$ cat config.mk
export PLATFORM = sky130hd
export DESIGN_NAME = uart_rx_unit_flat
export DESIGN_NICKNAME = d
export VERILOG_FILES = /design/src/rtl/uart_rx_unit_if.sv /design/src/rtl/uart_rx_unit.sv /design/src/flat_wrapper.sv
export SDC_FILE = /design/constraint.sdc
export NUM_CORES = 1
export LEC_CHECK = 0
export ABC_AREA = 1
export CAP_MARGIN = 20
export CORE_ASPECT_RATIO = 1.5
export CORE_UTILIZATION = 61
export DETAILED_ROUTE_END_ITERATION = 8
export PLACE_DENSITY = 0.93
export SYNTH_ARGS = -nofsm -noshare
export SYNTH_HDL_FRONTEND = slang
export SYNTH_SLANG_ARGS = --single-unit
$ cat constraint.sdc
create_clock -name clk -period 3.7 [get_ports clk]
set_clock_uncertainty 0.15 [all_clocks]
set_input_delay 0.74 -clock clk [delete_from_list [all_inputs] [get_ports clk]]
set_output_delay 0.74 -clock clk [all_outputs]
set_load 0.05 [all_outputs]
$ cat src/rtl/uart_rx_unit_if.sv
// Receive-side bus of the debugger UART: the framed byte plus its done/error
// strobes and a busy flag, as produced by uart_rx_unit and consumed by the debugger FSM.
interface uart_rx_unit_if;
  logic [7:0] o_rx_data;
  logic       os_rx_done;
  logic       os_frame_err;
  logic       o_busy;

  modport master (output o_rx_data, output os_rx_done, output os_frame_err, output o_busy);
  modport slave  (input  o_rx_data, input  os_rx_done, input  os_frame_err, input  o_busy);
endinterface

$ cat src/rtl/uart_rx_unit.sv
// 8N1 UART receiver with 16x oversampling tick generator, start-bit glitch
// rejection, stop-bit framing check and a two-flop input synchroniser.
module uart_rx_unit #(
  parameter int DIVISOR = 326
) (
  input  logic           clk,
  input  logic           rst,
  input  logic           i_rx,
  uart_rx_unit_if.master rx_if
);

  localparam int OVERSAMPLE = 16;
  localparam int DIV_W      = (DIVISOR > 2) ? $clog2(DIVISOR) : 1;

  localparam logic [1:0] S_IDLE  = 2'd0;
  localparam logic [1:0] S_START = 2'd1;
  localparam logic [1:0] S_DATA  = 2'd2;
  localparam logic [1:0] S_STOP  = 2'd3;

  localparam logic [3:0] S_CNT_MID  = 4'(OVERSAMPLE / 2 - 1);
  localparam logic [3:0] S_CNT_LAST = 4'(OVERSAMPLE - 1);

  logic             rx_meta_q, rx_meta_d;
  logic             rx_s_q,    rx_s_d;
  logic             rx_prev_q, rx_prev_d;
  logic [DIV_W-1:0] div_cnt_q, div_cnt_d;
  logic [1:0]       state_q,   state_d;
  logic [3:0]       s_cnt_q,   s_cnt_d;
  logic [2:0]       n_cnt_q,   n_cnt_d;
  logic [7:0]       shreg_q,   shreg_d;
  logic [7:0]       data_q,    data_d;
  logic             done_q,    done_d;
  logic             err_q,     err_d;
  logic             tick;

  assign tick = (div_cnt_q == DIV_W'(DIVISOR - 1));

  always_comb begin
    rx_meta_d = i_rx;
    rx_s_d    = rx_meta_q;
    rx_prev_d = rx_s_q;
    div_cnt_d = tick ? '0 : div_cnt_q + 1'b1;

    state_d = state_q;
    s_cnt_d = s_cnt_q;
    n_cnt_d = n_cnt_q;
    shreg_d = shreg_q;
    data_d  = data_q;
    done_d  = 1'b0;
    err_d   = 1'b0;

    case (state_q)
      S_IDLE: begin
        // Only a 1->0 transition starts a frame; a line parked low never does.
        if (rx_prev_q && !rx_s_q) begin
          state_d = S_START;
          s_cnt_d = '0;
        end
      end
      S_START: begin
        if (tick) begin
          if (s_cnt_q == S_CNT_MID) begin
            s_cnt_d = '0;
            n_cnt_d = '0;
            state_d = rx_s_q ? S_IDLE : S_DATA;
          end else begin
            s_cnt_d = s_cnt_q + 1'b1;
          end
        end
      end
      S_DATA: begin
        if (tick) begin
          if (s_cnt_q == S_CNT_LAST) begin
            shreg_d = {rx_s_q, shreg_q[7:1]};
            s_cnt_d = '0;
            if (n_cnt_q == 3'd7) state_d = S_STOP;
            else                 n_cnt_d = n_cnt_q + 1'b1;
          end else begin
            s_cnt_d = s_cnt_q + 1'b1;
          end
        end
      end
      S_STOP: begin
        // Leaving at mid stop bit gives half a bit of slack for a back-to-back start edge.
        if (tick) begin
          if (s_cnt_q == S_CNT_LAST) begin
            if (rx_s_q) begin
              data_d = shreg_q;
              done_d = 1'b1;
            end else begin
              err_d = 1'b1;
            end
            state_d = S_IDLE;
          end else begin
            s_cnt_d = s_cnt_q + 1'b1;
          end
        end
      end
      default: state_d = S_IDLE;
    endcase
  end

  always_ff @(posedge clk or negedge rst) begin
    if (!rst) begin
      rx_meta_q <= 1'b1;
      rx_s_q    <= 1'b1;
      rx_prev_q <= 1'b1;
      div_cnt_q <= '0;
      state_q   <= S_IDLE;
      s_cnt_q   <= '0;
      n_cnt_q   <= '0;
      shreg_q   <= '0;
      data_q    <= '0;
      done_q    <= 1'b0;
      err_q     <= 1'b0;
    end else begin
      rx_meta_q <= rx_meta_d;
      rx_s_q    <= rx_s_d;
      rx_prev_q <= rx_prev_d;
      div_cnt_q <= div_cnt_d;
      state_q   <= state_d;
      s_cnt_q   <= s_cnt_d;
      n_cnt_q   <= n_cnt_d;
      shreg_q   <= shreg_d;
      data_q    <= data_d;
      done_q    <= done_d;
      err_q     <= err_d;
    end
  end

  assign rx_if.o_rx_data    = data_q;
  assign rx_if.os_rx_done   = done_q;
  assign rx_if.os_frame_err = err_q;
  assign rx_if.o_busy       = (state_q != S_IDLE);

endmodule

$ cat src/flat_wrapper.sv
// flat-port wrapper written by rule: the top's interface ports become plain ports
module uart_rx_unit_flat 
#(
  parameter int DIVISOR = 326
)
  (clk, rst, i_rx, rx_if_o_rx_data, rx_if_os_rx_done, rx_if_os_frame_err, rx_if_o_busy);
  uart_rx_unit_if rx_if_i ();
  input  logic clk;
  input  logic rst;
  input  logic i_rx;
  output wire logic [$bits(rx_if_i.o_rx_data)-1:0] rx_if_o_rx_data;
  output wire logic [$bits(rx_if_i.os_rx_done)-1:0] rx_if_os_rx_done;
  output wire logic [$bits(rx_if_i.os_frame_err)-1:0] rx_if_os_frame_err;
  output wire logic [$bits(rx_if_i.o_busy)-1:0] rx_if_o_busy;
  assign rx_if_o_rx_data = rx_if_i.o_rx_data;
  assign rx_if_os_rx_done = rx_if_i.os_rx_done;
  assign rx_if_os_frame_err = rx_if_i.os_frame_err;
  assign rx_if_o_busy = rx_if_i.o_busy;
  uart_rx_unit #(.DIVISOR(DIVISOR)) u_core (.clk(clk), .rst(rst), .i_rx(i_rx), .rx_if(rx_if_i));
endmodule
==> results of run 1 <==
-- cells by family (layout without fill, tap and decap cells) --
family,Yosys count,count (layout),share of synthesized area
and+or+nand+nor,79,79,0.200
buffers and inverters,47,66,0.105
DFF,39,39,0.525
AOI/OAI and AO/OA,35,35,0.113
adders and majority gates,5,5,0.0335
xor gates and xnor gates,5,5,0.0235
-- layout make-up --
| class | count | area (um2) | share of cell area |
|---|---|---|---|
| tap | 39 | 48.8 | 0.0228 |
| sequential | 39 | 980 | 0.459 |
| clock buffer | 6 | 82.6 | 0.0387 |
| timing repair buffer | 13 | 125 | 0.0586 |
| clock inverter | 2 | 35.0 | 0.0164 |
| multi-input combinational | 124 | 691 | 0.323 |
| inverter | 45 | 174 | 0.0814 |
-- how the worst max path moves through the flow --
stage | to | startpoint | slack [ps] | depth (start not counted)
after CTS | rx_if_o_busy | u_core.state_q[0] | 1120 | 3
after floorplan | rx_if_o_busy | u_core.state_q[0] | 2010 | 2
after global placement | rx_if_o_busy | u_core.state_q[0] | 1490 | 3
after global routing | rx_if_o_busy | u_core.state_q[0] | 1060 | 3
final | rx_if_o_busy | u_core.state_q[0] | 1120 | 3
after detailed placement | rx_if_o_busy | u_core.state_q[0] | 1460 | 3
-- routing by layer --
layer / vias up / GRT usage / routed length [um]
met1: 627 / 0.234 / 1260
met2: 16 / 0.400 / 1680
met5: - / 0 / 0
li1: 679 / - / -
met3: 6 / 0.0625 / 81
met4: 0 / 0.108 / 70
-- critical path, stage by stage (launching register included) --
cell and delay, ps:
sky130_fd_sc_hd__dfrtp_1 460, sky130_fd_sc_hd__inv_2 80, sky130_fd_sc_hd__nand2_1 70, sky130_fd_sc_hd__clkdlybuf4s50_1 790
-- synthesized netlist by cell type --
cell,number,area (um2)
sky130_fd_sc_hd__nand2_1,47,176
sky130_fd_sc_hd__inv_1,43,161
sky130_fd_sc_hd__dfrtp_1,36,901
sky130_fd_sc_hd__o21ai_1,12,60.1
sky130_fd_sc_hd__nand3_1,10,50.1
sky130_fd_sc_hd__nor2_1,9,33.8
sky130_fd_sc_hd__o21ai_2,9,78.8
sky130_fd_sc_hd__o21ai_0,7,35.0
sky130_fd_sc_hd__a21oi_1,6,30.0
sky130_fd_sc_hd__ha_1,5,62.6
sky130_fd_sc_hd__xor2_1,5,43.8
sky130_fd_sc_hd__dfstp_2,3,78.8
sky130_fd_sc_hd__nor2_2,3,18.8
sky130_fd_sc_hd__buf_6,2,22.5
sky130_fd_sc_hd__nand2_2,2,12.5
sky130_fd_sc_hd__nand3_4,2,35.0
sky130_fd_sc_hd__nor3_1,2,10.0
sky130_fd_sc_hd__a21boi_1,1,7.51
sky130_fd_sc_hd__inv_2,1,3.75
sky130_fd_sc_hd__inv_6,1,8.76
sky130_fd_sc_hd__nand2_4,1,11.3
sky130_fd_sc_hd__nand4_1,1,6.26
sky130_fd_sc_hd__nor2_4,1,11.3
sky130_fd_sc_hd__nor3b_1,1,7.51
-- flip-flops by register name, indices dropped and copies added (netlist names), 3 cells and up, named ones only --
name	count
u_core.div_cnt_q	9
u_core.n_cnt_q	3
u_core.rx_if.o_rx_data	8
u_core.s_cnt_q	4
u_core.shreg_q	8
-- metrics by stage --
step / power (mW) / util / instances / hold slack [ps]
after floorplan: 0.700 / - / 210 / 195
after global placement: 0.759 / 0.693 / 260 / 196
after detailed placement: 0.772 / 0.693 / 260 / 202
after CTS: 1.14 / 0.733 / 268 / 213
after global routing: 1.20 / 0.733 / 268 / 216
final: 1.13 / 0.733 / 268 / 210
-- power groups by stage --
stage / logic, mW / clock network (mW) / registers [mW]
after global routing: 0.310 / 0.383 / 0.503
after global placement: 0.256 / 0 / 0.503
final: 0.272 / 0.359 / 0.500
after CTS: 0.272 / 0.369 / 0.499
after floorplan: 0.201 / 0 / 0.499
after detailed placement: 0.266 / 0 / 0.507
==> summary.md, run 1 <==
Across all layers, the routed design uses 1,328 vias. Across the VDD grid, the largest voltage drop is 0.407 mV. Data arrives at the worst endpoint at 1690 ps. The initial antenna violation count is 0, and the detailed-route wire length per cell is 11.5 um.

The number of clock buffers added by TritonCTS is 5. The number of nets in the synthesized netlist was 218; the number of cells upsized or downsized after cts was 0. The height of the chip was 69.8 um. The floorplan has 24 rows. The post-placement setup slack was 1460 ps; the final-layout setup total negative slack was 0 ps.

The startpoint identified for the worst hold timing path is u_core.rx_meta_q. The share of layout cells above drive strength 1 was 0.140. The tools report the sequential cell area fraction in the yosys report as 0.525.

Buffers placed on the I/O ports in this run total 13. After layout, the worst setup slack is 1120 ps. The placed instance area was 2020 um2. The tightest min-delay check is of the flop to flop type. Category of the most critical setup path: flop to output port. The die covers 3290 um2. The tools report the combinational cell fraction of total power as 0.240. The first TritonRoute pass finished after 4 iterations.

After the first detailed-routing iteration, the DRC count stood at 23. After detailed routing, the number of vias per cell comes to 4.96. The tools report the root buffer selected by CTS as sky130_fd_sc_hd__clkbuf_8. In this run, synthesis produced a sequential element count of 39.

Once detailed placement completed, the half-perimeter wirelength came to 2.18 mm. The number of cells on the worst reg-to-reg path was 9. The logs give 0.767 mW for the cell internal power dissipation and 0.445 for the relative slew slack. The logs give 0 for the count of final hold-check violations and 0 for the final setup violation count. The run gives 0 as the number of antenna repair diodes. Setup repair after global routing left no endpoint under its margin. Measured along the x axis, the die boundary spans 47.2 um. The tools report the total of hold buffers inserted after clock tree synthesis as 0. The share of power burned in registers came out at 0.442. Entering global routing, the biggest net connects 40 pins. The flow ran to the end, and the final reports show no timing, DRC or antenna violations. Clock-pin slew was measured on the worst setup and hold paths at 70 ps. The net switching power is 0.364 mW. The first global-routing pass estimated 5.33 mm of wire.

The overall global routing resource usage is 0.229, and the total non-filler cell area in the finished layout is 2140 um2. TritonCTS built the clock tree. Once the clock tree was built, the setup fixing pass inserted 0 buffers. The worst path in the final design needs a cycle of 2580 ps, including I/O delays and setup. The congestion estimate from routability-driven global placement came to 0.799. After technology mapping, the gate count stands at 210. The clock net in this run drives a total of 39 sinks. The synthesis warning total was 0. The clock insertion delay at the later pin of the skew report was 290 ps; the synthesized area per cell was 8.89 um2. The tools report the critical register-to-register path endpoint as u_core.s_cnt_q[0]. The worst hold path was traced through 0 stages. The maximum fanout count along the critical path was 6. In this run the number of H-tree levels came out at 2. STA classifies the critical path endpoint as an output port. The tools report the count of fill cells added during filler insertion as 225. Once detail routing completed, the nets flagged for antenna violations numbered 0. The via count of the first global-routing pass came out at 1,326. The most common cell after layout, fill and taps aside was sky130_fd_sc_hd__nand2_1. STA classifies the critical path startpoint as a flop.

In this run the power density over the cells is 530 nW/um2. The final clock period utilization by the worst path works out to 0.696. Global routing finished with a remaining overflow of 0. The tool flagged a number of max-cap violations equal to 0. The starting utilization of the core area is 0.641, and the register-to-register setup slack is 1970 ps. Pin placement for this block handled 14 I/O pins. At the pin with the least slew margin, the transition time is 832 ps. The logs give 0.318 for the relative contribution of the clock network to total power and 1.11 nW for the standby leakage power. The netlist area before placement is 1870 um2. The required time of the critical path came out at 2810 ps. The startpoint identified for the worst register-to-register timing path is u_core.div_cnt_q[1]. For the total wire length, the log shows 3.09 mm. Leaving out fill and tap cells, the most frequent cells in the layout are sky130_fd_sc_hd__nand2_1 (47), sky130_fd_sc_hd__inv_1 (43), sky130_fd_sc_hd__dfrtp_1 (36), sky130_fd_sc_hd__o21ai_1 (12), sky130_fd_sc_hd__clkdlybuf4s50_1 (12). The achievable frequency is 388 MHz.

The area of the core was 2910 um2. The area growth from synthesis to layout is 14.4%. The final-report max-slew violation count is 0. DRC violation count after routing: 0. The netlist uses 24 different library cells.

The path with the worst hold slack has its endpoint at u_core.rx_prev_d. In the final design database the tool counted 236 nets. The share of total power consumed by net switching was 0.322; the worst-case clock buffer depth was 2.
No activity file was read; power rests on OpenSTA's default activity.
==> run 2: changes to the inputs <==
- CORE_UTILIZATION: 61 -> 51
- PLACE_DENSITY: 0.93 -> 0.84
- clock period: 3.7 -> 2.2 ns (I/O delays scaled with it)
==> summary.md, run 2 (synthesis results as in run 1) <==
Sum of buffers and inverters on the critical path: 1 (-1). The slew of the pin with the lowest slew margin is 506 ps (-326 ps), and the post-placement setup slack is 472 ps (-990 ps). The detailed-route wire length per cell was 10.9 um (-5.3%). The number of cells on the worst reg-to-reg path was 10 (+1); the initial antenna violation count was 0 (unchanged). Counting I/O delays and the setup requirement, the final critical path takes 2040 ps. For the placed instance area, the log shows 2030 um2 (+0.43%). The number of antenna repair diodes is 0 (unchanged).

The logs give 0 (unchanged) for the count of final hold-check violations and 0.622 (-0.111) for the final standard cell utilization of the core. The total power after layout was 1.90 mW (+68%); the starting DRC count in detailed routing was 37 (+61%). Die boundary width: 51.4 um (+9.0%).

For the relative slew slack, the log shows 0.662 (+0.216). The area of the core was 3450 um2 (+18%). Clock transition at the register clock pins on the worst setup and hold paths after CTS: 70 ps (about the same).

For this design, the slowest cell found on the critical path is sky130_fd_sc_hd__clkdlybuf4s50_1. The tools report the register-to-register setup slack as 440 ps (-1530 ps). The power per cell area was 884 nW/um2 (+67%). The worst hold slack across all endpoints came out at 34.1 ps (-176 ps).

The final clock period utilization by the worst path was 0.928. The via count of the first global-routing pass came out at 1,320 (-0.45%). The delay of the slowest cell on the worst path was 810 ps (+20 ps); the required time of the critical path was 1610 ps (-1200 ps).

For the cell count after placement, the log shows 264 (+1.5%). The flow ran to the end, and the final reports show no timing, DRC or antenna violations. The tools report the final net count as 237 (+0.42%).

The tools report the startpoint of the worst-slack reg-to-reg timing path as u_core.s_cnt_q[0]. The number of H-tree branching levels was 2 (unchanged); the total of hold buffers inserted after clock tree synthesis was 0 (unchanged). The worst setup path is launched from a flop. The tools report the total wire length as 2.97 mm (-3.9%). The number of buffers inserted to repair setup after CTS is 0 (unchanged). Leaving out fill and tap cells, the most frequent cells in the layout are sky130_fd_sc_hd__nand2_1 (47), sky130_fd_sc_hd__inv_1 (43), sky130_fd_sc_hd__dfrtp_1 (36), sky130_fd_sc_hd__o21ai_1 (12), sky130_fd_sc_hd__clkdlybuf4s50_1 (11).

Static timing analysis puts the maximum clock frequency at 490 MHz. The sum of overflow across all layers after global routing came out at 0 (unchanged). Traced cell by cell, the critical path runs through clkdlybuf4s50_1. For the arrival time of the worst setup path, the log shows 1450 ps (-240 ps).

For the standby leakage power, the log shows 1.11 nW (+0.51%). The run gives 0 (unchanged) as the DRC violation count after routing. For the post-layout worst setup margin, the log shows 158 ps (-966 ps). The average vias per placed instance is 5.01 (+1.1%). Total vias in the final route: 1,363 (+2.6%).

Share of layout cells above drive strength 1: 0.148 (+0.00809). TritonCTS built the clock tree. Number of cells on the critical path: 1 (-2). The tools report the residual antenna-violating net count after detailed routing as 0 (unchanged). For the routability congestion estimate, the log shows 0.838 (+5.0%). The most common cell after layout, fill and taps aside is sky130_fd_sc_hd__nand2_1. The total number of placement rows came out at 26 (+8.3%).

The number of cells upsized or downsized after cts came out at 0 (unchanged). The final setup violation count is 0 (unchanged), and the number of sinks handled by clock tree synthesis is 39 (unchanged). The run gives 272 (+1.5%) as the final cell count without fillers. The starting utilization of the core area is 0.541 (-0.0995). Setup repair after global routing left no endpoint under its margin. The tools report the clock insertion delay at the later pin of the skew report as 290 ps (about the same). Clock tree synthesis selected as its root buffer the cell sky130_fd_sc_hd__clkbuf_8. Max-cap violation count: 0 (unchanged).

The total non-filler cell area in the finished layout is 2140 um2 (+0.41%), and the maximum ir drop on the vdd rail is 0.704 mV (+73%). The run gives 0 (unchanged) as the final-report max-slew violation count. The maximum fanout count along the critical path is 2 (-4), and the height of the chip is 76.1 um (+9.1%).

The logs give 4 (unchanged) for the count of TritonRoute iterations in the first routing pass and 5 (unchanged) for the number of buffers created by CTS. For the worst-case clock buffer depth, the log shows 2 (unchanged). The critical path startpoint was u_core.rx_if.o_rx_data[2]. The category of the most critical setup path was flop to output port. Path class of the lowest-slack min-delay path: input pin to async pin. Area enclosed by the die boundary: 3910 um2 (+19%). The number of primary I/O pins came out at 14 (unchanged). The wire length of the first global-routing pass was 5.42 mm (+1.6%). Half-perimeter wire length after placement: 2.13 mm (-1.9%). The total of buffers placed on input and output ports works out to 13 (unchanged). The overall global routing resource usage was 0.184 (-0.0446); the count of fill cells added during filler insertion was 314 (+40%). The tools report the final-layout setup total negative slack as 0 ps (unchanged). Relative to the synthesized area, the layout overhead comes to 14.9%. The worst setup path is captured at an output port. More flip-flops sit in one register than any other, and that register is u_core.div_cnt_q.

For the largest net degree at the start of global routing, the log shows 40 (unchanged). Largest delay contributor family on the critical path: buffers and inverters. The number of flip-flops under the largest register name was 9 (unchanged).
-- run 2: cell count changes in the layout (fill, tap and decap cells not counted), sizes merged --
cell	change
buf	+2
clkdlybuf4s50	-1
-- run 2: area by class of cell --
type	instances	area (um2)	area share
clock buffers	6	82.6	0.0385
flip-flops and latches	39	980	0.457
inverters	45	174	0.0811
clock inverters	2	35.0	0.0163
multi-input cells	124	691	0.322
repair buffers	14	130	0.0607
well taps	42	52.6	0.0245
-- run 2: where the power goes --
part / total [mW] / switching, mW / internal (mW) / leakage (nW)
registers: 0.840 / 0.0610 / 0.779 / 0.514
clock network: 0.610 / 0.244 / 0.367 / 0.0612
logic: 0.445 / 0.306 / 0.140 / 0.539
-- run 2: worst max path at each step --
stage	endpoint	slack, ps
finish	rx_if_o_rx_data[2]	160
global route	rx_if_o_rx_data[6]	110
global placement	rx_if_o_rx_data[2]	500
CTS	rx_if_o_rx_data[2]	140
floorplan	u_core.rx_if.o_rx_data[2]	630
detailed placement	rx_if_o_rx_data[2]	470
-- run 2: metal layers --
metal | global-route usage | wire [um]
met4 | 0.105 | 99
met5 | 0 | 0
met1 | 0.208 | 1220
met3 | 0.0559 | 91
met2 | 0.299 | 1550
==> run 3: changes to the inputs <==
- SLEW_MARGIN: not set -> 20
==> results of run 3 <==
The final DEF is identical to that of run 2; final timing and power are the same.
